### config.mk
export PLATFORM = sky130hd
export DESIGN_NAME = id_ex_stage_flat
export DESIGN_NICKNAME = d
export VERILOG_FILES = /design/src/rtl/id_ex_stage_if.sv /design/src/rtl/id_ex_stage.sv /design/src/flat_wrapper.sv
export SDC_FILE = /design/constraint.sdc
export NUM_CORES = 1
export LEC_CHECK = 0
export ABC_CLOCK_PERIOD_IN_PS = 6100
export BUFFER_PORTS_ARGS = -buffer_cell sky130_fd_sc_hd__buf_4
export CAP_MARGIN = 20
export CORE_AREA = 2 2 146 148
export DETAILED_ROUTE_END_ITERATION = 7
export DIE_AREA = 0 0 148 150
export GPL_ROUTABILITY_DRIVEN = 0
export RECOVER_POWER = 50
export SKIP_CTS_REPAIR_TIMING = 1
export SLEW_MARGIN = 20
export SYNTH_ARGS = -nofsm -noshare
export SYNTH_HDL_FRONTEND = slang
export SYNTH_SLANG_ARGS = --single-unit
### constraint.sdc
create_clock -name clk -period 6.1 [get_ports clk]
set_input_delay 1.22 -clock clk [delete_from_list [all_inputs] [get_ports clk]]
set_output_delay 1.22 -clock clk [all_outputs]
set_load 0.02 [all_outputs]
### src/rtl/id_ex_stage_if.sv
// Bundle of decode-side inputs, writeback bypass inputs and ID/EX outputs for id_ex_stage.
// The master side drives decode and writeback; the slave side is the pipeline register.
interface id_ex_stage_if #(
    parameter int CTRL_W = 8,
    parameter int CNT_W  = 16
);
    logic              id_valid;
    logic [31:0]       id_pc;
    logic [4:0]        id_rs;
    logic [4:0]        id_rt;
    logic [4:0]        id_rd;
    logic              id_uses_rs;
    logic              id_uses_rt;
    logic [31:0]       id_rs_data;
    logic [31:0]       id_rt_data;
    logic [31:0]       id_imm;
    logic              id_reg_dst;
    logic              id_reg_write;
    logic              id_mem_read;
    logic              id_mem_write;
    logic [CTRL_W-1:0] id_ctrl;
    logic              wb_reg_write;
    logic [4:0]        wb_write_reg;
    logic [31:0]       wb_write_data;
    logic              flush;
    logic              hold;
    logic              stall_out;
    logic              ex_valid;
    logic              ex_reg_write;
    logic              ex_mem_read;
    logic              ex_mem_write;
    logic [31:0]       ex_pc;
    logic [31:0]       ex_imm;
    logic [31:0]       ex_rs_data;
    logic [31:0]       ex_rt_data;
    logic [4:0]        ex_rs;
    logic [4:0]        ex_rt;
    logic [4:0]        ex_dest;
    logic [CTRL_W-1:0] ex_ctrl;
    logic [CNT_W-1:0]  bubble_cnt;

    modport master (
        output id_valid, id_pc, id_rs, id_rt, id_rd, id_uses_rs, id_uses_rt,
               id_rs_data, id_rt_data, id_imm, id_reg_dst, id_reg_write,
               id_mem_read, id_mem_write, id_ctrl,
               wb_reg_write, wb_write_reg, wb_write_data, flush, hold,
        input  stall_out, ex_valid, ex_reg_write, ex_mem_read, ex_mem_write,
               ex_pc, ex_imm, ex_rs_data, ex_rt_data, ex_rs, ex_rt, ex_dest,
               ex_ctrl, bubble_cnt
    );

    modport slave (
        input  id_valid, id_pc, id_rs, id_rt, id_rd, id_uses_rs, id_uses_rt,
               id_rs_data, id_rt_data, id_imm, id_reg_dst, id_reg_write,
               id_mem_read, id_mem_write, id_ctrl,
               wb_reg_write, wb_write_reg, wb_write_data, flush, hold,
        output stall_out, ex_valid, ex_reg_write, ex_mem_read, ex_mem_write,
               ex_pc, ex_imm, ex_rs_data, ex_rt_data, ex_rs, ex_rt, ex_dest,
               ex_ctrl, bubble_cnt
    );
endinterface

### src/rtl/id_ex_stage.sv
// ID/EX pipeline register with WB write-through bypass, load-use bubble insertion,
// flush/hold handling and a saturating bubble counter.
module id_ex_stage #(
    parameter int CTRL_W = 8,
    parameter int CNT_W  = 16
) (
    input  logic          clk,
    input  logic          rst_n,
    id_ex_stage_if.slave  bus
);
    typedef struct packed {
        logic              valid;
        logic              reg_write;
        logic              mem_read;
        logic              mem_write;
        logic [31:0]       pc;
        logic [31:0]       imm;
        logic [31:0]       rs_data;
        logic [31:0]       rt_data;
        logic [4:0]        rs;
        logic [4:0]        rt;
        logic [4:0]        dest;
        logic [CTRL_W-1:0] ctrl;
    } ex_t;

    ex_t              ex_q, ex_d, ex_load;
    logic [CNT_W-1:0] cnt_q, cnt_d;
    logic             bubble;
    logic             load_use;

    logic [4:0]  src_reg  [2];
    logic [31:0] src_data [2];
    logic [31:0] src_cap  [2];

    assign src_reg[0]  = bus.id_rs;
    assign src_reg[1]  = bus.id_rt;
    assign src_data[0] = bus.id_rs_data;
    assign src_data[1] = bus.id_rt_data;

    // The register file writes at the edge but reads before it, so a same-cycle
    // WB write must be forwarded here; $0 always reads as zero.
    for (genvar gi = 0; gi < 2; gi++) begin : g_bypass
        assign src_cap[gi] = (src_reg[gi] == 5'd0) ? 32'd0 :
                             (bus.wb_reg_write && bus.wb_write_reg != 5'd0 &&
                              bus.wb_write_reg == src_reg[gi]) ? bus.wb_write_data :
                             src_data[gi];
    end

    assign load_use = bus.id_valid && ex_q.valid && ex_q.mem_read && (ex_q.dest != 5'd0) &&
                      ((bus.id_uses_rs && bus.id_rs == ex_q.dest) ||
                       (bus.id_uses_rt && bus.id_rt == ex_q.dest));

    assign bus.stall_out = bus.hold || (load_use && !bus.flush);

    always_comb begin
        ex_load.valid     = bus.id_valid;
        ex_load.reg_write = bus.id_reg_write & bus.id_valid;
        ex_load.mem_read  = bus.id_mem_read  & bus.id_valid;
        ex_load.mem_write = bus.id_mem_write & bus.id_valid;
        ex_load.pc        = bus.id_pc;
        ex_load.imm       = bus.id_imm;
        ex_load.rs_data   = src_cap[0];
        ex_load.rt_data   = src_cap[1];
        ex_load.rs        = bus.id_rs;
        ex_load.rt        = bus.id_rt;
        ex_load.dest      = bus.id_reg_dst ? bus.id_rd : bus.id_rt;
        ex_load.ctrl      = bus.id_ctrl & {CTRL_W{bus.id_valid}};
    end

    always_comb begin
        ex_d   = ex_q;
        bubble = 1'b0;
        if (bus.flush) begin
            ex_d   = '0;
            bubble = bus.id_valid;
        end else if (bus.hold) begin
            ex_d   = ex_q;
        end else if (load_use) begin
            ex_d   = '0;
            bubble = 1'b1;
        end else begin
            ex_d   = ex_load;
        end
        cnt_d = (bubble && cnt_q != {CNT_W{1'b1}}) ? cnt_q + CNT_W'(1) : cnt_q;
    end

    always_ff @(posedge clk) begin
        if (!rst_n) begin
            ex_q  <= '0;
            cnt_q <= '0;
        end else begin
            ex_q  <= ex_d;
            cnt_q <= cnt_d;
        end
    end

    assign bus.ex_valid     = ex_q.valid;
    assign bus.ex_reg_write = ex_q.reg_write;
    assign bus.ex_mem_read  = ex_q.mem_read;
    assign bus.ex_mem_write = ex_q.mem_write;
    assign bus.ex_pc        = ex_q.pc;
    assign bus.ex_imm       = ex_q.imm;
    assign bus.ex_rs_data   = ex_q.rs_data;
    assign bus.ex_rt_data   = ex_q.rt_data;
    assign bus.ex_rs        = ex_q.rs;
    assign bus.ex_rt        = ex_q.rt;
    assign bus.ex_dest      = ex_q.dest;
    assign bus.ex_ctrl      = ex_q.ctrl;
    assign bus.bubble_cnt   = cnt_q;
endmodule

### src/flat_wrapper.sv
// flat-port wrapper written by rule: the top's interface ports become plain ports
module id_ex_stage_flat 
#(
    parameter int CTRL_W = 8,
    parameter int CNT_W  = 16
)
  (clk, rst_n, bus_id_valid, bus_id_pc, bus_id_rs, bus_id_rt, bus_id_rd, bus_id_uses_rs, bus_id_uses_rt, bus_id_rs_data, bus_id_rt_data, bus_id_imm, bus_id_reg_dst, bus_id_reg_write, bus_id_mem_read, bus_id_mem_write, bus_id_ctrl, bus_wb_reg_write, bus_wb_write_reg, bus_wb_write_data, bus_flush, bus_hold, bus_stall_out, bus_ex_valid, bus_ex_reg_write, bus_ex_mem_read, bus_ex_mem_write, bus_ex_pc, bus_ex_imm, bus_ex_rs_data, bus_ex_rt_data, bus_ex_rs, bus_ex_rt, bus_ex_dest, bus_ex_ctrl, bus_bubble_cnt);
  id_ex_stage_if #(.CTRL_W(CTRL_W), .CNT_W(CNT_W)) bus_i ();
  input  logic clk;
  input  logic rst_n;
  input wire logic [$bits(bus_i.id_valid)-1:0] bus_id_valid;
  input wire logic [$bits(bus_i.id_pc)-1:0] bus_id_pc;
  input wire logic [$bits(bus_i.id_rs)-1:0] bus_id_rs;
  input wire logic [$bits(bus_i.id_rt)-1:0] bus_id_rt;
  input wire logic [$bits(bus_i.id_rd)-1:0] bus_id_rd;
  input wire logic [$bits(bus_i.id_uses_rs)-1:0] bus_id_uses_rs;
  input wire logic [$bits(bus_i.id_uses_rt)-1:0] bus_id_uses_rt;
  input wire logic [$bits(bus_i.id_rs_data)-1:0] bus_id_rs_data;
  input wire logic [$bits(bus_i.id_rt_data)-1:0] bus_id_rt_data;
  input wire logic [$bits(bus_i.id_imm)-1:0] bus_id_imm;
  input wire logic [$bits(bus_i.id_reg_dst)-1:0] bus_id_reg_dst;
  input wire logic [$bits(bus_i.id_reg_write)-1:0] bus_id_reg_write;
  input wire logic [$bits(bus_i.id_mem_read)-1:0] bus_id_mem_read;
  input wire logic [$bits(bus_i.id_mem_write)-1:0] bus_id_mem_write;
  input wire logic [$bits(bus_i.id_ctrl)-1:0] bus_id_ctrl;
  input wire logic [$bits(bus_i.wb_reg_write)-1:0] bus_wb_reg_write;
  input wire logic [$bits(bus_i.wb_write_reg)-1:0] bus_wb_write_reg;
  input wire logic [$bits(bus_i.wb_write_data)-1:0] bus_wb_write_data;
  input wire logic [$bits(bus_i.flush)-1:0] bus_flush;
  input wire logic [$bits(bus_i.hold)-1:0] bus_hold;
  output wire logic [$bits(bus_i.stall_out)-1:0] bus_stall_out;
  output wire logic [$bits(bus_i.ex_valid)-1:0] bus_ex_valid;
  output wire logic [$bits(bus_i.ex_reg_write)-1:0] bus_ex_reg_write;
  output wire logic [$bits(bus_i.ex_mem_read)-1:0] bus_ex_mem_read;
  output wire logic [$bits(bus_i.ex_mem_write)-1:0] bus_ex_mem_write;
  output wire logic [$bits(bus_i.ex_pc)-1:0] bus_ex_pc;
  output wire logic [$bits(bus_i.ex_imm)-1:0] bus_ex_imm;
  output wire logic [$bits(bus_i.ex_rs_data)-1:0] bus_ex_rs_data;
  output wire logic [$bits(bus_i.ex_rt_data)-1:0] bus_ex_rt_data;
  output wire logic [$bits(bus_i.ex_rs)-1:0] bus_ex_rs;
  output wire logic [$bits(bus_i.ex_rt)-1:0] bus_ex_rt;
  output wire logic [$bits(bus_i.ex_dest)-1:0] bus_ex_dest;
  output wire logic [$bits(bus_i.ex_ctrl)-1:0] bus_ex_ctrl;
  output wire logic [$bits(bus_i.bubble_cnt)-1:0] bus_bubble_cnt;
  assign bus_i.id_valid = bus_id_valid;
  assign bus_i.id_pc = bus_id_pc;
  assign bus_i.id_rs = bus_id_rs;
  assign bus_i.id_rt = bus_id_rt;
  assign bus_i.id_rd = bus_id_rd;
  assign bus_i.id_uses_rs = bus_id_uses_rs;
  assign bus_i.id_uses_rt = bus_id_uses_rt;
  assign bus_i.id_rs_data = bus_id_rs_data;
  assign bus_i.id_rt_data = bus_id_rt_data;
  assign bus_i.id_imm = bus_id_imm;
  assign bus_i.id_reg_dst = bus_id_reg_dst;
  assign bus_i.id_reg_write = bus_id_reg_write;
  assign bus_i.id_mem_read = bus_id_mem_read;
  assign bus_i.id_mem_write = bus_id_mem_write;
  assign bus_i.id_ctrl = bus_id_ctrl;
  assign bus_i.wb_reg_write = bus_wb_reg_write;
  assign bus_i.wb_write_reg = bus_wb_write_reg;
  assign bus_i.wb_write_data = bus_wb_write_data;
  assign bus_i.flush = bus_flush;
  assign bus_i.hold = bus_hold;
  assign bus_stall_out = bus_i.stall_out;
  assign bus_ex_valid = bus_i.ex_valid;
  assign bus_ex_reg_write = bus_i.ex_reg_write;
  assign bus_ex_mem_read = bus_i.ex_mem_read;
  assign bus_ex_mem_write = bus_i.ex_mem_write;
  assign bus_ex_pc = bus_i.ex_pc;
  assign bus_ex_imm = bus_i.ex_imm;
  assign bus_ex_rs_data = bus_i.ex_rs_data;
  assign bus_ex_rt_data = bus_i.ex_rt_data;
  assign bus_ex_rs = bus_i.ex_rs;
  assign bus_ex_rt = bus_i.ex_rt;
  assign bus_ex_dest = bus_i.ex_dest;
  assign bus_ex_ctrl = bus_i.ex_ctrl;
  assign bus_bubble_cnt = bus_i.bubble_cnt;
  id_ex_stage #(.CTRL_W(CTRL_W), .CNT_W(CNT_W)) u_core (.clk(clk), .rst_n(rst_n), .bus(bus_i));
endmodule
# Word-level counts from Yosys, hierarchy flattened
# Cells that the tools add are included.
# word_totals
reg_bits	171
latchBits	0
mem_bits_rw	0
rom_bits	0
in_bits	200
output_inout_bits	172
wordCells	52
n_memories	0
# op_classes
add_sub_neg	1
mul	0
div_mod_pow	0
order_cmp	0
n_eq_ne	5
n_shift	0
n_mux	9
bitwise	5
n_reduce_logical	19
# ops
cell	count
$mux 155	1
$mux 32	4
$eq 5x5->1	4
$add 16x1->16 const B	1
$ne 16x16->1 const B	1
$logic_and 1x1->1	11
$logic_not 5->1	2
$reduce_bool 5->1	2
$and 8x8->8	1
$mux 5	1
$and 1x1->1	3
$mux 1	3
$logic_or 1x1->1	2
$reduce_or 2->1	1
$logic_not 1->1	1
$not 1->1	1

# Logic depth before layout (Yosys ltp)
# Gate-level depths: netlist of the first run.
# depth
word_depth	8
ltp_mapped	8
ltp_nobuf	7

# Least setup slack after synthesis of the first run
# Ideal clock, no wire load.
# synth_path
kind	input-to-output
start	in bus_id_rs[1]
end	out bus_stall_out
arrival_time_ns	2.099
t_required_ns	4.880
setup_slack_ns	2.781
path_stages	5
path_buffers	0
path_cell_list	xnor2_1 nand4_1 o22ai_2 nand2_1 o21bai_1
# synth_between
elab_chain_cells	6
# synth_rtl
element	line	source
from (decl)	flat_wrapper.sv:13	input wire logic [$bits(bus_i.id_rs)-1:0] bus_id_rs;
$eq 5x5->1	id_ex_stage.sv:50	((bus.id_uses_rs && bus.id_rs == ex_q.dest) ||
$logic_and 1x1->1	id_ex_stage.sv:50	
$logic_or 1x1->1	id_ex_stage.sv:50	
$logic_and 1x1->1	id_ex_stage.sv:49	assign load_use = bus.id_valid && ex_q.valid && ex_q.mem_read && (ex_q.dest != 5'd0) &&
$logic_and 1x1->1	id_ex_stage.sv:53	assign bus.stall_out = bus.hold || (load_use && !bus.flush);
$logic_or 1x1->1	id_ex_stage.sv:53	
to (decl)	flat_wrapper.sv:31	output wire logic [$bits(bus_i.stall_out)-1:0] bus_stall_out;
# Every way passes these cells.

==> results.yml, run 1 <==
outcome:
  outcome: "completed"
sta:
  worstMarginPinSlew_ns: 1.265
  grt_setup_unrepaired: "false"
  slew_violations: 0
  setup_viol: 0
  clock_skew_ns: 0.01372
  timing.fmax_mhz: 278.6
  fin_crit_sh_pct: 58.85
  min_period_ns: 3.590
  slew_headroom_pct: 15.65
  fin_tns_setup_ns: 0
  hold_viol: 0
power_and_ir_drop:
  swShare_pct: 27.44
  p_seq_share_pct: 46.2
  total_power_mw: 2.536
  internal_power_mw: 1.840
  vdd_ir_drop_max_mv: 0.1801
  p_leak_nw: 3.696
  powerDensity_mw_per_mm2: 260.4
  pwr-share-comb_pct: 12.9
  switching_power_uw: 695.8
  clock_power_share_pct: 40.9
placed_design:
  io_buffers: 371
  place_hpwl_um: 19020
logic_synthesis:
  yosys.area.top_type: "dfxtp_1"
  yosysWarnings: 0
  netlist_top_cells_area: "dfxtp_1, mux2i_1, a22oi_1"
  synth_top_area_share_pct: 50.21
  syn_nets: 934
  synth_ff_type: "dfxtp_1"
  ys_ff_latch: 171
  synth_edf_count: 0
  avgSynthCellArea_um2: 9.301
  synth.distinct_cells: 46
  synth_cells: 733
  synthArstFlopShare_pct: 0
  seq_area_frac_synth_pct: 50.21
  netlist_area_mm2: 0.006818
cells_and_area:
  n_fill_cell: 2217
  syn_to_final_growth_pct: 42.83
  drive_gt1_share_pct: 24.33
  diodes: 0
  num-nets-final: 1277
  final_core_util_pct: 47.07
routing:
  routed_wl_um: 25750
  first_pass_iters: 4
  ant_nets: 0
  via_count: 6757
  drtIter0Drc: 362
  route.detailed.drc: 0
  routed_via_density: 4.954
  wl_per_cell_um: 18.88
min_path:
  hold_end: "u_core.bus.ex_rs_data[30]"
  hold_path.startpoint: "u_core.bus.ex_rs_data[30]"
  hold_path.class: "flop to flop"
  holdPathStages: 2
die:
  die-area_mm2: 0.02220
  floorplan.initialDensity_pct: 32.95
  die_y_um: 150
  die_w_um: 148
  io_pins: 372
  coreArea_mm2: 0.02069
  row_count: 53
global_route:
  grt_max_degree: 96
  antenna_found_initial: 0
  grt-ovfl-total: 0
  grt_pass1_vias: 6585
  grt_use_total_pct: 22.36
  grt_pass1_wl_um: 38080
worst_setup_path:
  end_kind: "flop"
  required_ns: 6.45
  startpoint_type: "primary input"
  arrival_ns: 3.94
  r2r_cells: 6
  r2r_slack_ns: 2.87
  reg2reg_to: "u_core.bus.ex_ctrl[3]"
  r2r_start: "u_core.bus.ex_dest[0]"
  critPathKind: "primary input to flop"
  path_max_fanout: 95
clock_tree:
  htree_levels: 4
  clockRootBuffer: "clkbuf_16"
  clkTransAtPathRegs_ns: 0.07
  cts_buffer_depth: 2
  cts_tree: "done"
  numCtsBuffers: 17
  clk_latency_ns: 0.43
  clock_sinks: 171
flow_run:
  drv_cap: 0
cell usage after synthesis, drive strengths merged (4+ instances only):
| library cell | instances |
|---|---|
| o21ai | 71 |
| or4 | 6 |
| xnor2 | 17 |
| a21oi | 13 |
| nand2 | 78 |
| buf | 18 |
| xor2 | 5 |
| nor3 | 5 |
| a32oi | 11 |
| or3 | 6 |
| dfxtp | 171 |
| mux2i | 66 |
| mux2 | 5 |
| nor2 | 100 |
| a22oi | 80 |
| nor4 | 4 |
| nand3 | 9 |
| clkbuf | 35 |
registers in the layout, indices dropped and copies added, names as in the netlist, 5 cells and up:
name and cells:
u_core.bus.ex_rt 5, u_core.bus.ex_rt_data 32, u_core.bus.ex_rs_data 32, u_core.bus.ex_ctrl 8, u_core.bus.ex_dest 5, u_core.bus.ex_rs 5
u_core.bus.ex_pc 32, u_core.bus.bubble_cnt 16, u_core.bus.ex_imm 32
metrics by stage:
stage | worst slack [ns] | cell area, µm² | hold WS (ns) | instances
2_1_floorplan | 2.781 | 6818 | 0.5264 | 733
3_3_place_gp | 2.479 | 9811 | 0.4365 | 1332
3_5_place_dp | 2.480 | 9811 | 0.4416 | 1332
4_1_cts | 2.470 | 10360 | 0.4515 | 1364
5_1_grt | 2.254 | 9738 | 0.4677 | 1364
6_report | 2.510 | 9738 | 0.4468 | 1364
routing by layer:
layer / part of all wire (%) / GRT usage (%) / up-vias
met4: 1.8 / 7.333 / 0
met1: 42 / 27.24 / 3165
met5: 0 / 0 / -
met3: 8.4 / 7.774 / 27
li1: - / - / 3287
met2: 48 / 37.04 / 278
worst max-delay path, cell delays in order:
cell and delay (ns):
buf_4 0.38, a21oi_1 1.11, buf_4 0.81, a32oi_1 0.21, nor2_1 0.13
logic make-up after synthesis:
logic type | Yosys count | synth area share [%]
multiplexers | 71 | 10.52
buffers and inverters | 56 | 3.377
AND/OR/NAND/NOR | 219 | 14.06
XOR/XNOR | 22 | 2.826
AO/OA/AOI/OAI | 193 | 18.83
flip-flops | 171 | 50.21
adder cells (fa/ha/maj) | 1 | 0.1835
power by group through the flow:
stage	sequential [mW]	clock [mW]	combinational (mW)
2_1_floorplan	1.23	0	0.116
3_3_place_gp	1.20	0	0.354
3_5_place_dp	1.20	0	0.356
4_1_cts	1.17	1.07	0.357
5_1_grt	1.17	1.12	0.355
6_report	1.17	1.04	0.327
layout make-up:
type                    instances  area [µm²]  share of cell area, %
well taps                     275       344.1                  3.533
clock buffers                  18       439.2                  4.510
flip-flops and latches        171        3423                  35.15
multi-input cells             506        3191                  32.76
inverters                       3       11.26                 0.1156
clock inverters                14       111.4                  1.144
repair buffers                377        2218                  22.78
cells in the final DEF, fill, tap and decap left out, types with 2 or more instances in the layout:
cell type and instances:
buf_4 214, dfxtp_1 171, clkbuf_1 163, nor2_1 100, a22oi_1 80, nand2_1 78, mux2i_1 66, o21ai_1 52
o21ai_0 19, xnor2_1 17, clkbuf_16 17, a21oi_1 13, a32oi_1 11, nand3_1 8, or3_1 6, or4_1 5
xor2_1 5, mux2_2 5, nor3_1 4, clkinv_2 4, inv_6 4, inv_1 3, o21a_1 3, clkinv_4 3
nand4_2 2, o21bai_1 2, o211ai_1 2, nor4_4 2, a21boi_1 2, nor4_1 2, o31ai_1 2, inv_8 2
how the worst max path moves through the flow:
stage / from / end / slack, ns / cells after the start
floorplan: bus_id_rs[1] / bus_stall_out / 2.78 / 5
global placement: bus_hold / bus_stall_out / 2.48 / 3
detailed placement: bus_id_rs[1] / bus_stall_out / 2.48 / 7
CTS: bus_id_rs[1] / bus_stall_out / 2.47 / 7
global route: bus_hold / u_core.bus.ex_imm[29] / 2.25 / 5
finish: bus_hold / u_core.bus.ex_ctrl[3] / 2.51 / 5
No activity file was read; power rests on OpenSTA's default activity.
==> run 2, diff against run 1 <==
ABC_AREA = 1   (was not set)
ABC_CLOCK_PERIOD_IN_PS = 3300   (was 6100)
CORE_AREA = 2 2 145 147   (was 2 2 146 148)
DIE_AREA = 0 0 147 149   (was 0 0 148 150)
PLACE_DENSITY = 0.69   (was not set)
clock period = 3.3 ns   (was 6.1 ns; I/O delays follow)
==> run 2 against run 1 <==
Critical path depth increased by 4. Sequential share of layout area decreased by 2.2 points. Worst hold slack improved by 0.017 ns. Final area increased by 6.6%. Largest cell class is now multi-input combinational cells.
==> results.yml, run 2 <==
global_route:
  grt_pass1_vias: 7428
  antenna_found_initial: 0
  grt-ovfl-total: 0
  grt_use_total_pct: 22.20
  grt_pass1_wl_um: 39030
  grt_max_degree: 91
worst_setup_path:
  critPathKind: "flop to output pin"
  startpoint_type: "flop"
  arrival_ns: 1.81
  end_kind: "output pin"
  required_ns: 2.64
  path_max_fanout: 5
sta:
  slew_headroom_pct: 52.45
  clock_skew_ns: 0.01355
  min_period_ns: 2.473
  timing.fmax_mhz: 404.3
  fin_crit_sh_pct: 74.95
  fin_tns_setup_ns: 0
  grt_setup_unrepaired: "false"
  worstMarginPinSlew_ns: 0.7132
  hold_viol: 0
  slew_violations: 0
  setup_viol: 0
  fin_ws_ns: 0.8268
outcome:
  outcome: "completed"
logic_synthesis:
  syn_nets: 1294
  synth.distinct_cells: 31
  synth_ff_type: "dfxtp_1"
  synth.most_common_cell: "nand2_1"
  netlist_top_cells_area: "dfxtp_1, nand2_1, a21oi_1"
  seq_area_frac_synth_pct: 45.88
  synth_cells: 1093
  avgSynthCellArea_um2: 6.826
  netlist_top_cells_count: "nand2_1, dfxtp_1, a21oi_1"
  yosysWarnings: 0
  yosys.area.top_type: "dfxtp_1"
  synth_top_area_share_pct: 45.88
  synthArstFlopShare_pct: 0
  netlist_area_mm2: 0.007461
  ys_ff_latch: 171
  synth_edf_count: 0
flow_run:
  drv_cap: 0
clock_tree:
  cts_buffer_depth: 2
  clkTransAtPathRegs_ns: 0.07
  numCtsBuffers: 17
  cts_tree: "done"
  clockRootBuffer: "clkbuf_16"
  clk_latency_ns: 0.43
  clock_sinks: 171
  htree_levels: 4
placed_design:
  placed_cell_area_mm2: 0.01040
  io_buffers: 371
  dp_slack_ns: 0.9471
  place_hpwl_um: 18160
cells_and_area:
  drive_gt1_share_pct: 18.28
  final_core_util_pct: 50.52
  syn_to_final_growth_pct: 39.19
  num-nets-final: 1627
  diodes: 0
  n_fill_cell: 2298
  layout_common_cells: "nand2_1, buf_4, clkbuf_1, dfxtp_1, a21oi_1"
  layout_commonest_cell: "nand2_1"
  fin_area_mm2: 0.01039
die:
  io_pins: 372
  die_y_um: 149
  die_w_um: 147
  row_count: 53
  coreArea_mm2: 0.02056
  floorplan.initialDensity_pct: 36.29
  die-area_mm2: 0.02190
routing:
  wl_per_cell_um: 14.78
  routed_wl_um: 25330
  drtIter0Drc: 435
  route.detailed.drc: 0
  routed_via_density: 4.782
  first_pass_iters: 5
  via_count: 8196
  ant_nets: 0
power_and_ir_drop:
  powerDensity_mw_per_mm2: 478.5
  vdd_ir_drop_max_mv: 0.3314
  p_leak_nw: 4.585
min_path:
  hold_path.class: "flop to flop"
==> run 2: final cells by class <==
class | count | area (µm²) | area share, %
tap | 275 | 344.1 | 3.313
sequential | 171 | 3423 | 32.96
clock inverter | 13 | 180.2 | 1.735
multi-input combinational | 788 | 3456 | 33.28
clock buffer | 19 | 442.9 | 4.265
timing repair buffer | 381 | 2285 | 22.00
inverter | 67 | 254.0 | 2.446
==> run 2: cell families (layout without fill, tap and decap cells) <==
group | Yosys count | count (layout) | share of synthesized area [%]
AND/OR/NAND/NOR | 534 | 534 | 28.19
buffers and inverters | 134 | 480 | 7.899
AO/OA/AOI/OAI | 242 | 242 | 16.54
multiplexers | 1 | 1 | 0.1509
adder cells (fa/ha/maj) | 1 | 1 | 0.1677
XOR/XNOR | 10 | 10 | 1.174
flip-flops | 171 | 171 | 45.88
==> run 2: metrics by stage <==
step                total power, mW  instances  hold slack [ns]
finish                        4.969       1714           0.4633
global route                  5.180       1714           0.4673
CTS                           5.079       1714           0.4532
detailed placement            2.922       1682           0.4554
global placement              2.917       1682           0.4444
floorplan                     2.555       1093           0.5345
==> run 2: final timing paths <==
path / slack, ns / startpoint / cells past startpoint / endpoint
worst max-delay path: 0.83 / u_core.bus.ex_dest[4] / 9 / bus_stall_out
worst min-delay path: 0.46 / u_core.bus.ex_pc[31] / 2 / u_core.bus.ex_pc[31]
worst max register to register: 1.39 / u_core.bus.ex_dest[0] / 10 / u_core.bus.ex_imm[19]
worst min register to register: 0.46 / u_core.bus.ex_pc[31] / 2 / u_core.bus.ex_pc[31]
==> run 2: power breakdown <==
part           switching, mW  internal, mW
registers             0.0336          2.12
logic                  0.384         0.281
clock network          0.910          1.24
==> run 2: critical path, stage by stage (launching register included) <==
cell and delay (ns):
dfxtp_1 0.44, inv_1 0.10, nand2_1 0.07, nand2_1 0.05
nor2_1 0.09, nand3_1 0.10, nand2_2 0.11, nand2_4 0.08
o21ai_0 0.18, buf_4 0.18
==> run 2: routing by layer <==
layer	vias to the layer above	GRT usage [%]	wire length, µm
met5	-	0	0
met4	0	8.413	669
met3	40	6.300	2159
met2	307	36.97	11940
met1	3720	27.45	10560
li1	4129	-	-
==> run 3, diff against run 2 <==
ABC_CLOCK_PERIOD_IN_PS = 2000   (was 3300)
clock period = 2 ns   (was 3.3 ns; I/O delays follow)
==> run 3 against run 2 <==
Die area stayed put. Routed wire length is 1.1% higher. Flip-flop and latch count stayed put. Final area is 2.6% higher. Worst setup slack worse by 0.86 ns. Largest power group is now clock. Total power is 68% higher. Clock skew is 0.0027 ns lower. Worst hold slack worse by 0.24 ns. Via count is 0.50% higher. Highest routed layer unchanged. Non-clock buffer count is 13 higher. The run now ends with negative setup slack left. Clock-buffer cell count stayed put. Cell count is 0.76% higher.
==> results.yml, run 3 (synthesis gave the netlist of run 2 again) <==
power_and_ir_drop:
  powerDensity_mw_per_mm2: 782.6
  p_leak_nw: 4.710
  vdd_ir_drop_max_mv: 0.5321
  total_power_mw: 8.335
cells_and_area:
  layout_commonest_cell: "nand2_1"
  drive_gt1_share_pct: 19.90
  diodes: 0
  num-nets-final: 1640
  fin_area_mm2: 0.01065
  layout_common_cells: "nand2_1, buf_4, a21oi_1, clkbuf_1, dfxtp_1"
  syn_to_final_growth_pct: 42.76
placed_design:
  place_hpwl_um: 18610
  dp_slack_ns: 0.06745
  io_buffers: 371
  placed_cell_area_mm2: 0.01060
die:
  die_y_um: 149
  coreArea_mm2: 0.02056
  die_w_um: 147
  io_pins: 372
  floorplan.initialDensity_pct: 36.29
  die-area_mm2: 0.02190
  row_count: 53
global_route:
  grt-ovfl-total: 0
  grt_pass1_wl_um: 39610
  grt_use_total_pct: 22.54
  grt_max_degree: 156
  antenna_found_initial: 0
  grt_pass1_vias: 7577
worst_setup_path:
  r2r_slack_ns: 0.25
  required_ns: 1.60
  end_kind: "output pin"
  path_cells: "inv_2, nand2_1, nand2_1, nor2_1, nand3_1, nand2_2, nand2_4, o21ai_4, buf_6"
  critPathKind: "flop to output pin"
  crit_path_frequent_cell: "nand2_1"
  path_max_fanout: 5
  arrival_ns: 1.64
  critPathMaxStageDelay_ns: 0.37
  critPathSlowestCell: "dfxtp_4"
  startpoint_type: "flop"
  critPathTopFamily: "simple AND/OR/NAND/NOR gates"
  critPathBufInv: 2
routing:
  routed_via_density: 4.770
  route.detailed.drc: 0
  wl_per_cell_um: 14.83
  ant_nets: 0
  first_pass_iters: 5
  via_count: 8237
  routed_wl_um: 25620
  drtIter0Drc: 508
sta:
  fin_tns_setup_ns: -0.03506
  timing.fmax_mhz: 491.4
  min_period_ns: 2.035
  fin_ws_ns: -0.03506
  hold_viol: 0
  worstMarginPinSlew_ns: 0.6994
  slew_violations: 0
  slew_headroom_pct: 53.38
  setup_viol: 1
  whs_ns: 0.2189
  clock_skew_ns: 0.01081
  fin_crit_sh_pct: 101.8
  grt_setup_unrepaired: "true"
outcome:
  outcome: "complete, but fails checks"
  violations: "negative setup slack"
min_path:
  hold_path.class: "primary input to flop"
clock_tree:
  cts_tree: "done"
  clock_sinks: 171
  clkTransAtPathRegs_ns: 0.07
  numCtsBuffers: 17
  htree_levels: 4
  cts_buffer_depth: 2
  clk_latency_ns: 0.43
  clockRootBuffer: "clkbuf_16"
flow_run:
  drv_cap: 0
run 3: worst register-to-register path: cells and delay by family, from the launching register on:
kind	cells	cell delay (ns)
AOI/OAI and AO/OA	1	0.14
adders and majority gates	1	0.20
buffers and inverters	2	0.15
and+or+nand+nor	8	0.78
DFF	1	0.39
run 3: stage by stage:
| stage | util (%) | cells |
|---|---|---|
| floorplan | - | 1093 |
| global placement | 51.55 | 1695 |
| detailed placement | 51.55 | 1695 |
| CTS | 54.64 | 1727 |
| global route | 51.81 | 1727 |
| finish | 51.81 | 1727 |
run 3: final cells by class:
cell class,instances,area (µm²)
Timing Repair Buffer,394,2497
Clock buffer,19,432.9
Clock inverter,13,201.4
Inverter,67,256.5
Multi-Input combinational cell,788,3477
Tap cell,275,344.1
Sequential cell,171,3442
Fill cell,2200,9906
run 3: power by group:
group	switching, mW	internal [mW]
Sequential	0.0577	3.50
Clock	1.50	2.13
Combinational	0.642	0.501
Total	2.20	6.13
run 3: final timing paths:
path                             startpoint                   endpoint  cells after the start
setup / recovery      u_core.bus.ex_dest[0]              bus_stall_out                      9
hold / removal                bus_id_imm[0]       u_core.bus.ex_imm[0]                      3
setup reg to reg   u_core.bus.bubble_cnt[0]   u_core.bus.bubble_cnt[8]                     12
hold reg to reg   u_core.bus.ex_rt_data[21]  u_core.bus.ex_rt_data[21]                      2
run 3: layer usage:
layer  track usage [%]  vias up  routed length (µm)  share of wire, %
li1                  -     4155                   -                 -
met5                 0        -                   0                 0
met1             27.99     3712               10570                41
met2             37.00      323               12010                47
met4             8.750        0                 739               2.9
met3             6.758       47                2297               9.0
